**config.mk**
```make
export PLATFORM = sky130hd
export DESIGN_NAME = hack_cpu_core
export DESIGN_NICKNAME = d
export VERILOG_FILES = /design/src/rtl/hack_pkg.sv /design/src/rtl/hack_cpu_core_alu.sv /design/src/rtl/hack_cpu_core.sv
export SDC_FILE = /design/constraint.sdc
export NUM_CORES = 1
export LEC_CHECK = 0
export ABC_AREA = 1
export BUFFER_PORTS_ARGS = -buffer_cell sky130_fd_sc_hd__clkbuf_2
export CORE_MARGIN = 2
export CORE_UTILIZATION = 36
export DETAILED_ROUTE_END_ITERATION = 10
export SLEW_MARGIN = 20
export SYNTH_ARGS = -nofsm -noshare
export SYNTH_HDL_FRONTEND = slang
export SYNTH_HIERARCHICAL = 1
export SYNTH_SLANG_ARGS = --single-unit
```
**constraint.sdc**
```tcl
create_clock -name clk -period 6.75 [get_ports clk]
set_input_delay 1.6875 -clock clk [delete_from_list [all_inputs] [get_ports clk]]
set_output_delay 1.6875 -clock clk [all_outputs]
set_load 0.02 [all_outputs]
```
**src/rtl/hack_pkg.sv**
```systemverilog
// Shared Hack ISA constants: instruction field positions, widths and the
// control FSM state type used by the CPU core.
package hack_pkg;

  localparam int unsigned DATA_W = 16;
  localparam int unsigned ADDR_W = 15;

  localparam int unsigned CINSTR_BIT = 15;
  localparam int unsigned A_BIT      = 12;
  localparam int unsigned COMP_MSB   = 11;
  localparam int unsigned COMP_LSB   = 6;
  localparam int unsigned DEST_A     = 5;
  localparam int unsigned DEST_D     = 4;
  localparam int unsigned DEST_M     = 3;
  localparam int unsigned JMP_LT     = 2;
  localparam int unsigned JMP_EQ     = 1;
  localparam int unsigned JMP_GT     = 0;

  typedef enum logic {
    RUN   = 1'b0,
    MWAIT = 1'b1
  } state_e;

endpackage

```
**src/rtl/hack_cpu_core_alu.sv**
```systemverilog
// Hack ALU: zero/negate preprocessing on both operands, add or and,
// optional output negate, plus zero and negative flags.
module hack_alu #(
  parameter int unsigned W = 16
) (
  input  logic [W-1:0] x_i,
  input  logic [W-1:0] y_i,
  input  logic         zx_i,
  input  logic         nx_i,
  input  logic         zy_i,
  input  logic         ny_i,
  input  logic         f_i,
  input  logic         no_i,
  output logic [W-1:0] out_o,
  output logic         zr_o,
  output logic         ng_o
);

  logic [W-1:0] x_z, x_n, y_z, y_n, f_out;

  always_comb begin
    x_z   = zx_i ? '0 : x_i;
    x_n   = nx_i ? ~x_z : x_z;
    y_z   = zy_i ? '0 : y_i;
    y_n   = ny_i ? ~y_z : y_z;
    f_out = f_i ? (x_n + y_n) : (x_n & y_n);
    out_o = no_i ? ~f_out : f_out;
    zr_o  = (out_o == '0);
    ng_o  = out_o[W-1];
  end

endmodule

```
**src/rtl/hack_cpu_core.sv**
```systemverilog
// Hack CPU control/register stage: decodes instructions, holds A/D/PC,
// drives the ALU and waits on a data-memory read handshake for M operands.
module hack_cpu_core
  import hack_pkg::*;
#(
  parameter int unsigned         DATA_W   = hack_pkg::DATA_W,
  parameter int unsigned         ADDR_W   = hack_pkg::ADDR_W,
  parameter logic [ADDR_W-1:0]   RESET_PC = '0
) (
  input  logic              clk,
  input  logic              reset,
  input  logic [DATA_W-1:0] instruction,
  input  logic              instr_valid,
  output logic [ADDR_W-1:0] pc,
  input  logic [DATA_W-1:0] inM,
  input  logic              inM_valid,
  output logic              readM,
  output logic [DATA_W-1:0] outM,
  output logic              writeM,
  output logic [ADDR_W-1:0] addressM,
  output logic              instr_done
);

  state_e            state_q, state_d;
  logic [DATA_W-1:0] a_q, a_d;
  logic [DATA_W-1:0] d_q, d_d;
  logic [ADDR_W-1:0] pc_q, pc_d;
  logic              boot_q;

  logic              is_c, a_sel, execute, jump_taken;
  logic [5:0]        ctrl;
  logic [DATA_W-1:0] alu_y, alu_out;
  logic              alu_zr, alu_ng;
  logic [ADDR_W-1:0] pc_inc;

  assign is_c   = instruction[CINSTR_BIT];
  assign a_sel  = instruction[A_BIT];
  assign ctrl   = instruction[COMP_MSB:COMP_LSB];
  assign alu_y  = a_sel ? inM : a_q;
  assign pc_inc = pc_q + 1'b1;

  hack_alu #(
    .W(DATA_W)
  ) u_alu (
    .x_i  (d_q),
    .y_i  (alu_y),
    .zx_i (ctrl[5]),
    .nx_i (ctrl[4]),
    .zy_i (ctrl[3]),
    .ny_i (ctrl[2]),
    .f_i  (ctrl[1]),
    .no_i (ctrl[0]),
    .out_o(alu_out),
    .zr_o (alu_zr),
    .ng_o (alu_ng)
  );

  assign jump_taken = (instruction[JMP_LT] & alu_ng)
                    | (instruction[JMP_EQ] & alu_zr)
                    | (instruction[JMP_GT] & ~alu_ng & ~alu_zr);

  // boot_q keeps the cycle after reset quiet: no reads, writes or retires.
  always_comb begin
    state_d    = state_q;
    a_d        = a_q;
    d_d        = d_q;
    pc_d       = pc_q;
    readM      = 1'b0;
    writeM     = 1'b0;
    instr_done = 1'b0;
    execute    = 1'b0;

    if (!reset && !boot_q) begin
      unique case (state_q)
        RUN: begin
          if (instr_valid) begin
            if (!is_c) begin
              a_d        = DATA_W'(instruction[ADDR_W-1:0]);
              pc_d       = pc_inc;
              instr_done = 1'b1;
            end else begin
              readM = a_sel;
              if (a_sel && !inM_valid) state_d = MWAIT;
              else                     execute = 1'b1;
            end
          end
        end
        MWAIT: begin
          readM = 1'b1;
          if (inM_valid) begin
            execute = 1'b1;
            state_d = RUN;
          end
        end
        default: state_d = RUN;
      endcase

      if (execute) begin
        if (instruction[DEST_A]) a_d = alu_out;
        if (instruction[DEST_D]) d_d = alu_out;
        writeM     = instruction[DEST_M];
        pc_d       = jump_taken ? a_q[ADDR_W-1:0] : pc_inc;
        instr_done = 1'b1;
      end
    end
  end

  always_ff @(posedge clk) begin
    if (reset) begin
      state_q <= RUN;
      a_q     <= '0;
      d_q     <= '0;
      pc_q    <= RESET_PC;
      boot_q  <= 1'b1;
    end else begin
      state_q <= state_d;
      a_q     <= a_d;
      d_q     <= d_d;
      pc_q    <= pc_d;
      boot_q  <= 1'b0;
    end
  end

  assign pc       = pc_q;
  assign outM     = alu_out;
  assign addressM = a_q[ADDR_W-1:0];

endmodule
```
==> results of run 1 <==
-- Yosys cell counts (all sizes together) --
cell type,number
nand4,10
nor4,1
or2,1
clkinv,2
nand3b,4
nand2,266
fa,1
xnor2,1
o21ai,61
buf,31
dfxtp,49
nand3,83
and3,1
o211ai,1
inv,149
a21oi,50
and2,1
nor3,2
mux2,1
xor2,35
clkbuf,14
ha,17
nor2,80
-- flip-flops by register name (all words and copies together), names as in the netlist --
signal   cells
a_q         16
d_q         16
pc          15
boot_q       1
state_q      1
-- layer usage --
metal,track usage,share of wire,vias up
met5,0,0,-
met2,0.345,0.48,81
met3,0.0225,0.031,11
li1,-,-,2758
met1,0.266,0.48,2368
met4,0.0445,0.0097,0
-- final timing paths --
kind	cells after the start	startpoint	endpoint
worst max-delay path	18	instruction[12]	outM[14]
worst min-delay path	2	a_q[15]	a_q[15]
worst min register to register	2	a_q[15]	a_q[15]
worst max register to register	29	a_q[0]	pc[4]
-- through the flow --
| step | area [sq um] | utilization |
|---|---|---|
| 2_1_floorplan | 5030 | - |
| 3_3_place_gp | 5380 | 0.390 |
| 3_5_place_dp | 5380 | 0.390 |
| 4_1_cts | 5550 | 0.403 |
| 5_1_grt | 5560 | 0.404 |
| 6_report | 5560 | 0.404 |
-- logic make-up (layout without fill, tap and decap cells) --
kind of cell | after synthesis | in the layout | share of synthesized area
AND/OR/NAND/NOR | 449 | 449 | 0.402
buffers and inverters | 196 | 244 | 0.174
flip-flops | 49 | 49 | 0.195
AO/OA/AOI/OAI | 112 | 112 | 0.118
XOR/XNOR | 36 | 36 | 0.0627
multiplexers | 1 | 1 | 0.00224
adder cells (fa/ha/maj) | 18 | 18 | 0.0463
-- cells in the final DEF, fill, tap and decap left out, drive strengths merged --
cell / Yosys / routed
fa: 1 / 1
xor2: 35 / 35
nand4: 10 / 10
a21oi: 50 / 50
clkbuf: 14 / 90
nand2: 266 / 266
xnor2: 1 / 1
nor2: 80 / 80
and3: 1 / 1
nand3b: 4 / 4
buf: 31 / 1
nand3: 83 / 83
inv: 149 / 149
o211ai: 1 / 1
dfxtp: 49 / 49
mux2: 1 / 1
or2: 1 / 1
clkinv: 2 / 2
ha: 17 / 17
and2: 1 / 1
o21ai: 61 / 61
nor3: 2 / 2
clkinvlp: 0 / 1
bufinv: 0 / 1
nor4: 1 / 1
-- final cells by class --
cell class / count / area, sq um / area share
Multi-Input combinational cell: 616 / 3180 / 0.572
Sequential cell: 49 / 981 / 0.176
Inverter: 151 / 569 / 0.102
Timing Repair Buffer: 85 / 428 / 0.0770
Tap cell: 180 / 225 / 0.0405
Clock buffer: 6 / 139 / 0.0250
Clock inverter: 2 / 37.5 / 0.00675
-- power by group through the flow --
stage	Sequential, W	Clock, W	Combinational, W
floorplan	0.000314	0	0.000293
global placement	0.000314	0	0.000387
detailed placement	0.000314	0	0.000388
CTS	0.000307	0.000311	0.000390
global route	0.000308	0.000318	0.000445
finish	0.000307	0.000307	0.000390
-- critical path, delay by kind of cell --
kind	cells	cell delay, ns
and+or+nand+nor	11	1.09
xor gates and xnor gates	1	0.14
adders and majority gates	2	0.66
buffers and inverters	3	0.63
AOI/OAI and AO/OA	1	0.16
==> results.yml, run 1 <==
timing:
  rsz0062_at_grt: "false"
  slew_violations: 0
  worst_pin_slew_ns: 0.837
  maxSlewHeadroom: 0.442
  fin_crit_sh: 0.900
  setup_viol: 0
  layout_setup_ws_ns: 0.673
  finalSetupTns_ns: 0
  fmax_ghz: 0.165
  period_needed_ns: 6.08
  hold_viol: 0
  fin_hold_ws_ns: 0.485
  clock-skew-final_ns: 0.00754
floorplanning:
  io_pins: 85
  die-width_microns: 122
  design.core.area_sq_um: 13800
  start_util: 0.365
  fp-row-count: 43
  die_area_sq_um: 14900
  die_h_microns: 122
clocking:
  cts_tree: "yes"
  root_buffer: "clkbuf_16"
  insertion_delay_ns: 0.30
  cts_buffers: 5
  cts.sinks: 49
  cts_max_path_buffers: 2
  h-tree-depth: 2
  postCtsHoldBufs: 0
  cts_resized: 0
  clk_pin_slew_worst_paths_ns: 0.07
  post-cts-setup-buffers: 0
worst_setup_path:
  worst-setup-path-type: "input pin to primary output"
  crit_fanout: 24
  critPathRequiredTime_ns: 5.06
  cp_cell_sequence: "clkbuf_2, o21ai_0, nand2_1, xor2_1, inv_1, ha_1, fa_1, nand3_1, nand3_2, nand2_1, nand2_2, nand2_1, nand2_1, nand2_1, nand3_1, nand3_1, nand2_1, clkbuf_2"
  path_common_cell: "nand2_1"
  endpoint_kind: "primary output"
  reg2reg_setup_slack_ns: 2.64
  cp.arrival_ns: 4.39
  cpPeakStageDelay_ns: 0.43
  worst_setup_path_start_kind: "input pin"
  critPathSlowestCell: "fa_1"
global_route:
  grt_remaining_overflow: 0
  grt_pass1_vias: 4916
  grt_antenna_before_repair: 0
  grt_max_degree: 32
  grt_usage: 0.200
  grt_pass1_wl_microns: 24000
routing:
  drtIter0Drc: 341
  detail_route.wl_per_cell_microns: 13.5
  wl_microns: 14700
  antenna_left: 0
  via_per_inst: 4.79
  remaining_drc_errors: 0
  vias: 5218
  drtPass1Iterations: 4
place:
  gp_congestion: 0.893
  port_buffers: 84
  dp_cells: 1081
  place.detailed.hpwl_microns: 11300
  pre_cts_ws_ns: 0.629
synthesis:
  synth.area.top_cells: "dfxtp_1 (20%), nand2_1 (19%), inv_1 (11%)"
  synth_top_area_share: 0.195
  synth_area_leader_cell: "dfxtp_1"
  ys_seq_area_frac: 0.195
  synth_fp_nets: 915
  synth_seq_cells: 49
  synth.distinct_cells: 41
  avgSynthCellArea_sq_um: 5.84
  postSynthCellCount: 861
  syn_area_sq_um: 5030
  yosys_warnings: 6
pwr:
  p_int_w: 0.000607
  power_frac_clock: 0.306
  pwr-share-seq: 0.306
  power_frac_comb: 0.388
  p_sw_w: 0.000397
  power.total_w: 0.00100
  leakage_nw: 2.90
  swShare: 0.395
  p_per_area_nw_per_um2: 181
  ir_worst_vdd_mv: 0.0908
finish:
  drive_gt1_frac: 0.156
  final_cells: 1089
  syn_to_final_growth_pct: 10.5
  antenna_cells: 0
  nets: 962
  num-fill-cells: 1571
status:
  status: "completed"
min_path:
  hold_class: "flop to flop"
flow_run:
  max_cap_viol_count: 0
No activity file was read; power rests on OpenSTA's default activity.
==> inputs of run 2 (changes only) <==
==> constraint.sdc (replaced) <==
create_clock -name clk -period 5.2 [get_ports clk]
set_input_delay 1.3 -clock clk [delete_from_list [all_inputs] [get_ports clk]]
set_output_delay 1.3 -clock clk [all_outputs]
set_load 0.02 [all_outputs]
==> results.yml, run 2 (synthesis results as in run 1) <==
status:
  status: "completed"
worst_setup_path:
  critPathRequiredTime_ns: 3.90
  path_common_cell: "nand3_1"
  worst-setup-path-type: "input pin to primary output"
  cpPeakStageDelay_ns: 0.42
  cp_cell_sequence: "clkbuf_2, xnor2_1, ha_1, fa_1, nand3_1, nand3_2, nand2_1, nand2_2, nand2_1, nand3_1, nand3_1, nand3_1, nand2_1, clkbuf_2"
  endpoint_kind: "primary output"
  critPathTopFamily: "simple AND/OR/NAND/NOR gates"
  cp.arrival_ns: 3.65
  worst_setup_path_start_kind: "input pin"
  critPathSlowestCell: "fa_1"
  crit_fanout: 17
  crit_buf_inv: 2
finish:
  nets: 981
  final_util: 0.416
  num-fill-cells: 1571
  design_area_sq_um: 5730
  final_common_cell: "nand2_1"
  final_cell_mix: "nand2_1 (256), inv_1 (141), clkbuf_2 (83)"
  drive_gt1_frac: 0.180
  syn_to_final_growth_pct: 14.0
  antenna_cells: 0
timing:
  slew_violations: 0
  period_needed_ns: 4.95
  fmax_ghz: 0.202
  clock-skew-final_ns: 0.00931
  finalSetupTns_ns: 0
  fin_hold_ws_ns: 0.485
  maxSlewHeadroom: 0.523
  rsz0062_at_grt: "false"
  hold_viol: 0
  fin_crit_sh: 0.951
  layout_setup_ws_ns: 0.254
  worst_pin_slew_ns: 0.715
  setup_viol: 0
floorplanning:
  design.core.area_sq_um: 13800
  fp-row-count: 43
  die_area_sq_um: 14900
  die_h_microns: 122
  io_pins: 85
  die-width_microns: 122
  start_util: 0.365
routing:
  detail_route.wl_per_cell_microns: 13.1
  drtIter0Drc: 249
  remaining_drc_errors: 0
  wl_microns: 14600
  vias: 5235
  antenna_left: 0
  drtPass1Iterations: 5
  via_per_inst: 4.72
pwr:
  p_per_area_nw_per_um2: 229
  power_frac_comb: 0.401
  leakage_nw: 2.98
  power_frac_clock: 0.294
  pwr-share-seq: 0.305
  p_sw_w: 0.000506
  ir_worst_vdd_mv: 0.139
  swShare: 0.386
  p_int_w: 0.000804
global_route:
  use_met1: 0.265
  grt_pass1_vias: 4820
  grt_pass1_wl_microns: 23700
  grt_max_degree: 32
  top_usage_layer: "met2"
  grt_antenna_before_repair: 0
  grt_remaining_overflow: 0
  grt_usage: 0.197
  use_met3: 0.0229
  met2_usage: 0.340
place:
  pre_cts_ws_ns: 0.191
  dpl_cell_area_sq_um: 5520
  gp_congestion: 0.875
  port_buffers: 84
  place.detailed.hpwl_microns: 11500
clocking:
  postCtsHoldBufs: 0
  cts_tree: "yes"
  cts_buffers: 5
  root_buffer: "clkbuf_16"
  cts_max_path_buffers: 2
  h-tree-depth: 2
  cts.sinks: 49
  insertion_delay_ns: 0.30
  clk_pin_slew_worst_paths_ns: 0.06
min_path:
  hold_class: "flop to flop"
flow_run:
  max_cap_viol_count: 0
==> run 2: cell type report <==
class,count,area (sq um),area share
multi-input cells,616,3190,0.557
flip-flops and latches,49,981,0.171
repair buffers,104,583,0.102
inverters,151,577,0.101
well taps,180,225,0.0393
clock buffers,7,143,0.0249
clock inverters,1,30.0,0.00524
==> run 2: worst paths after layout <==
kind	startpoint	endpoint	slack, ns	cells past startpoint
worst max-delay path	instruction[10]	outM[14]	0.25	14
worst min-delay path	a_q[15]	a_q[15]	0.49	2
worst max register to register	a_q[0]	pc[8]	1.31	31
worst min register to register	a_q[15]	a_q[15]	0.49	2
==> run 2: through the flow <==
| step | power, W | instances |
|---|---|---|
| after floorplan | 0.000788 | 861 |
| after global placement | 0.000925 | 1098 |
| after detailed placement | 0.000925 | 1098 |
| after CTS | 0.00131 | 1106 |
| after global routing | 0.00140 | 1108 |
| final | 0.00131 | 1108 |
==> run 2: power groups by stage <==
stage,clock (W),combinational (W),sequential (W)
after detailed placement,0,0.000517,0.000407
after CTS,0.000396,0.000519,0.000399
after global routing,0.000405,0.000594,0.000400
after global placement,0,0.000517,0.000408
after floorplan,0,0.000380,0.000407
final,0.000385,0.000526,0.000399
==> run 2: worst reg2reg max path: cells and delay by family (launching register included) <==
kind                     cells  cell delay [ns]
XOR/XNOR                     1             0.14
flip-flops                   1             0.36
AND/OR/NAND/NOR             22             1.95
buffers and inverters        5             0.50
adder cells (fa/ha/maj)      2             0.62
AO/OA/AOI/OAI                1             0.17
==> run 2: what timing repair did <==
item	in CTS	in global routing
setup buffers	0	2
resized for setup	0	11
endpoints found under the setup margin	0	7
==> run 2: per-layer routing <==
metal	vias to the layer above	part of all wire
met1	2334	0.48
met3	14	0.040
met4	0	0.013
met2	101	0.47
met5	-	0
li1	2786	-
==> inputs of run 3 (changes only) <==
--- a/config.mk
+++ b/config.mk
@@ -10,6 +10,7 @@
 export CORE_MARGIN = 2
 export CORE_UTILIZATION = 36
 export DETAILED_ROUTE_END_ITERATION = 10
+export RECOVER_POWER = 100
 export SLEW_MARGIN = 20
 export SYNTH_ARGS = -nofsm -noshare
 export SYNTH_HDL_FRONTEND = slang
==> results.yml, run 3 (synthesis results as in run 1) <==
flow_run:
  max_cap_viol_count: 1
global_route:
  grt_usage: 0.197
  grt_antenna_before_repair: 0
  grt_max_degree: 32
  grt_remaining_overflow: 0
  grt_pass1_vias: 4820
  grt_pass1_wl_microns: 23700
clocking:
  root_buffer: "clkbuf_16"
  insertion_delay_ns: 0.30
  h-tree-depth: 2
  cts.sinks: 49
  cts_max_path_buffers: 2
  cts_tree: "yes"
  cts_buffers: 5
  clk_pin_slew_worst_paths_ns: 0.06
min_path:
  hp-start: "a_q[15]"
  hold_class: "flop to flop"
  min_path_cells: 2
worst_setup_path:
  critPathRequiredTime_ns: 3.90
  reg2reg_from: "a_q[0]"
  cp_cell_sequence: "clkbuf_2, buf_4, o21ai_0, nand2_1, xor2_1, inv_1, ha_1, nand2_1, nand2_1, inv_1, nand2_2, nand2_1, nand2_1, nand2_1, nand2_1, nand2_1, nand3_2, nand2_1, nand2_1, nand2_1, clkbuf_2"
  r2r_end: "pc[9]"
  worst-setup-path-type: "input pin to primary output"
  cp-startpoint: "instruction[12]"
  crit_fanout: 6
  path_common_cell: "nand2_1"
  worst_setup_path_start_kind: "input pin"
  critPathSlowestCell: "ha_1"
  crit_buf_inv: 5
  reg2reg_depth: 29
  reg2reg_setup_slack_ns: 1.11
  critPathTopFamily: "simple AND/OR/NAND/NOR gates"
  path_depth: 21
  endpoint: "outM[13]"
  endpoint_kind: "primary output"
  cp.arrival_ns: 3.69
  cpPeakStageDelay_ns: 0.35
pwr:
  ir_worst_vdd_mv: 0.137
  leakage_nw: 2.84
  power_frac_comb: 0.398
  swShare: 0.387
  pwr-share-seq: 0.306
  p_int_w: 0.000798
  p_sw_w: 0.000504
  power.total_w: 0.00130
  power_frac_clock: 0.296
  p_per_area_nw_per_um2: 230
place:
  dpl_cell_area_sq_um: 5520
  place.detailed.hpwl_microns: 11500
  port_buffers: 84
  gp_congestion: 0.875
  pre_cts_ws_ns: 0.191
finish:
  final_cell_mix: "nand2_1 (258), inv_1 (142), nor2_1 (73)"
  nets: 981
  syn_to_final_growth_pct: 12.4
  drive_gt1_frac: 0.131
  antenna_cells: 0
  final_util: 0.410
  design_area_sq_um: 5650
  final_common_cell: "nand2_1"
floorplanning:
  die_h_microns: 122
  design.core.area_sq_um: 13800
  start_util: 0.365
  die_area_sq_um: 14900
  fp-row-count: 43
  die-width_microns: 122
  io_pins: 85
status:
  status: "finished with violations"
  violations: "max-capacitance violations, max-slew violations"
routing:
  antenna_left: 0
  drtIter0Drc: 321
  remaining_drc_errors: 0
  vias: 5231
  wl_microns: 14500
  via_per_inst: 4.72
  drtPass1Iterations: 5
  detail_route.wl_per_cell_microns: 13.1
timing:
  worst_pin_slew_ns: 1.72
  maxSlewHeadroom: -0.144
  slew_violations: 30
  rsz0062_at_grt: "false"
  finalSetupTns_ns: 0
  clock-skew-final_ns: 0.0101
  period_needed_ns: 4.99
  setup_viol: 0
  layout_setup_ws_ns: 0.209
  hold_viol: 0
  fin_crit_sh: 0.960
  fmax_ghz: 0.200
==> run 3: cell count changes in the layout (fill, tap and decap cells not counted), sizes merged <==
cell,previous run,this run
buf,21,18
clkbuf,90,93
==> run 3: worst min-delay path by stage <==
stage	end	slack (ns)
finish	a_q[15]	0.48
global placement	a_q[15]	0.47
detailed placement	a_q[15]	0.48
floorplan	a_q[15]	0.45
global route	a_q[15]	0.51
CTS	a_q[15]	0.49
==> run 3: tightest hold or removal path, cell delays in order, from the launching register on <==
cell	delay, ns
dfxtp_1	0.31
nand3_1	0.07
a21oi_1	0.06
==> run 3: metal layers <==
layer | wire, microns | vias to the layer above | GRT usage
li1 | - | 2790 | -
met1 | 7000 | 2317 | 0.265
met2 | 6860 | 108 | 0.340
met3 | 477 | 16 | 0.0229
met4 | 192 | 0 | 0.0395
met5 | 0 | - | 0
==> run 3: power by group through the flow <==
stage	combinational, W	sequential (W)	clock [W]
6_report	0.000518	0.000399	0.000385
5_1_grt	0.000586	0.000400	0.000405
3_3_place_gp	0.000517	0.000408	0
2_1_floorplan	0.000380	0.000407	0
3_5_place_dp	0.000517	0.000407	0
4_1_cts	0.000519	0.000399	0.000396
==> run 3: through the flow <==
stage | cells | hold slack (ns)
2_1_floorplan | 861 | 0.454
3_3_place_gp | 1098 | 0.472
3_5_place_dp | 1098 | 0.480
4_1_cts | 1106 | 0.489
5_1_grt | 1108 | 0.513
6_report | 1108 | 0.484
==> run 3: final cells by class <==
type                            count  area, sq um
Fill cell                        1597         8120
Multi-Input combinational cell    616         3170
Sequential cell                    49          981
Inverter                          151          577
Timing Repair Buffer              104          529
Tap cell                          180          225
Clock buffer                        7          143
Clock inverter                      1         30.0
==> run 3: repair_timing <==
action,in CTS,in global routing
buffers inserted,0,2
hold buffers,0,0
endpoints found under the setup margin,0,7
gates resized for setup,0,11
endpoints found under the hold margin,0,0
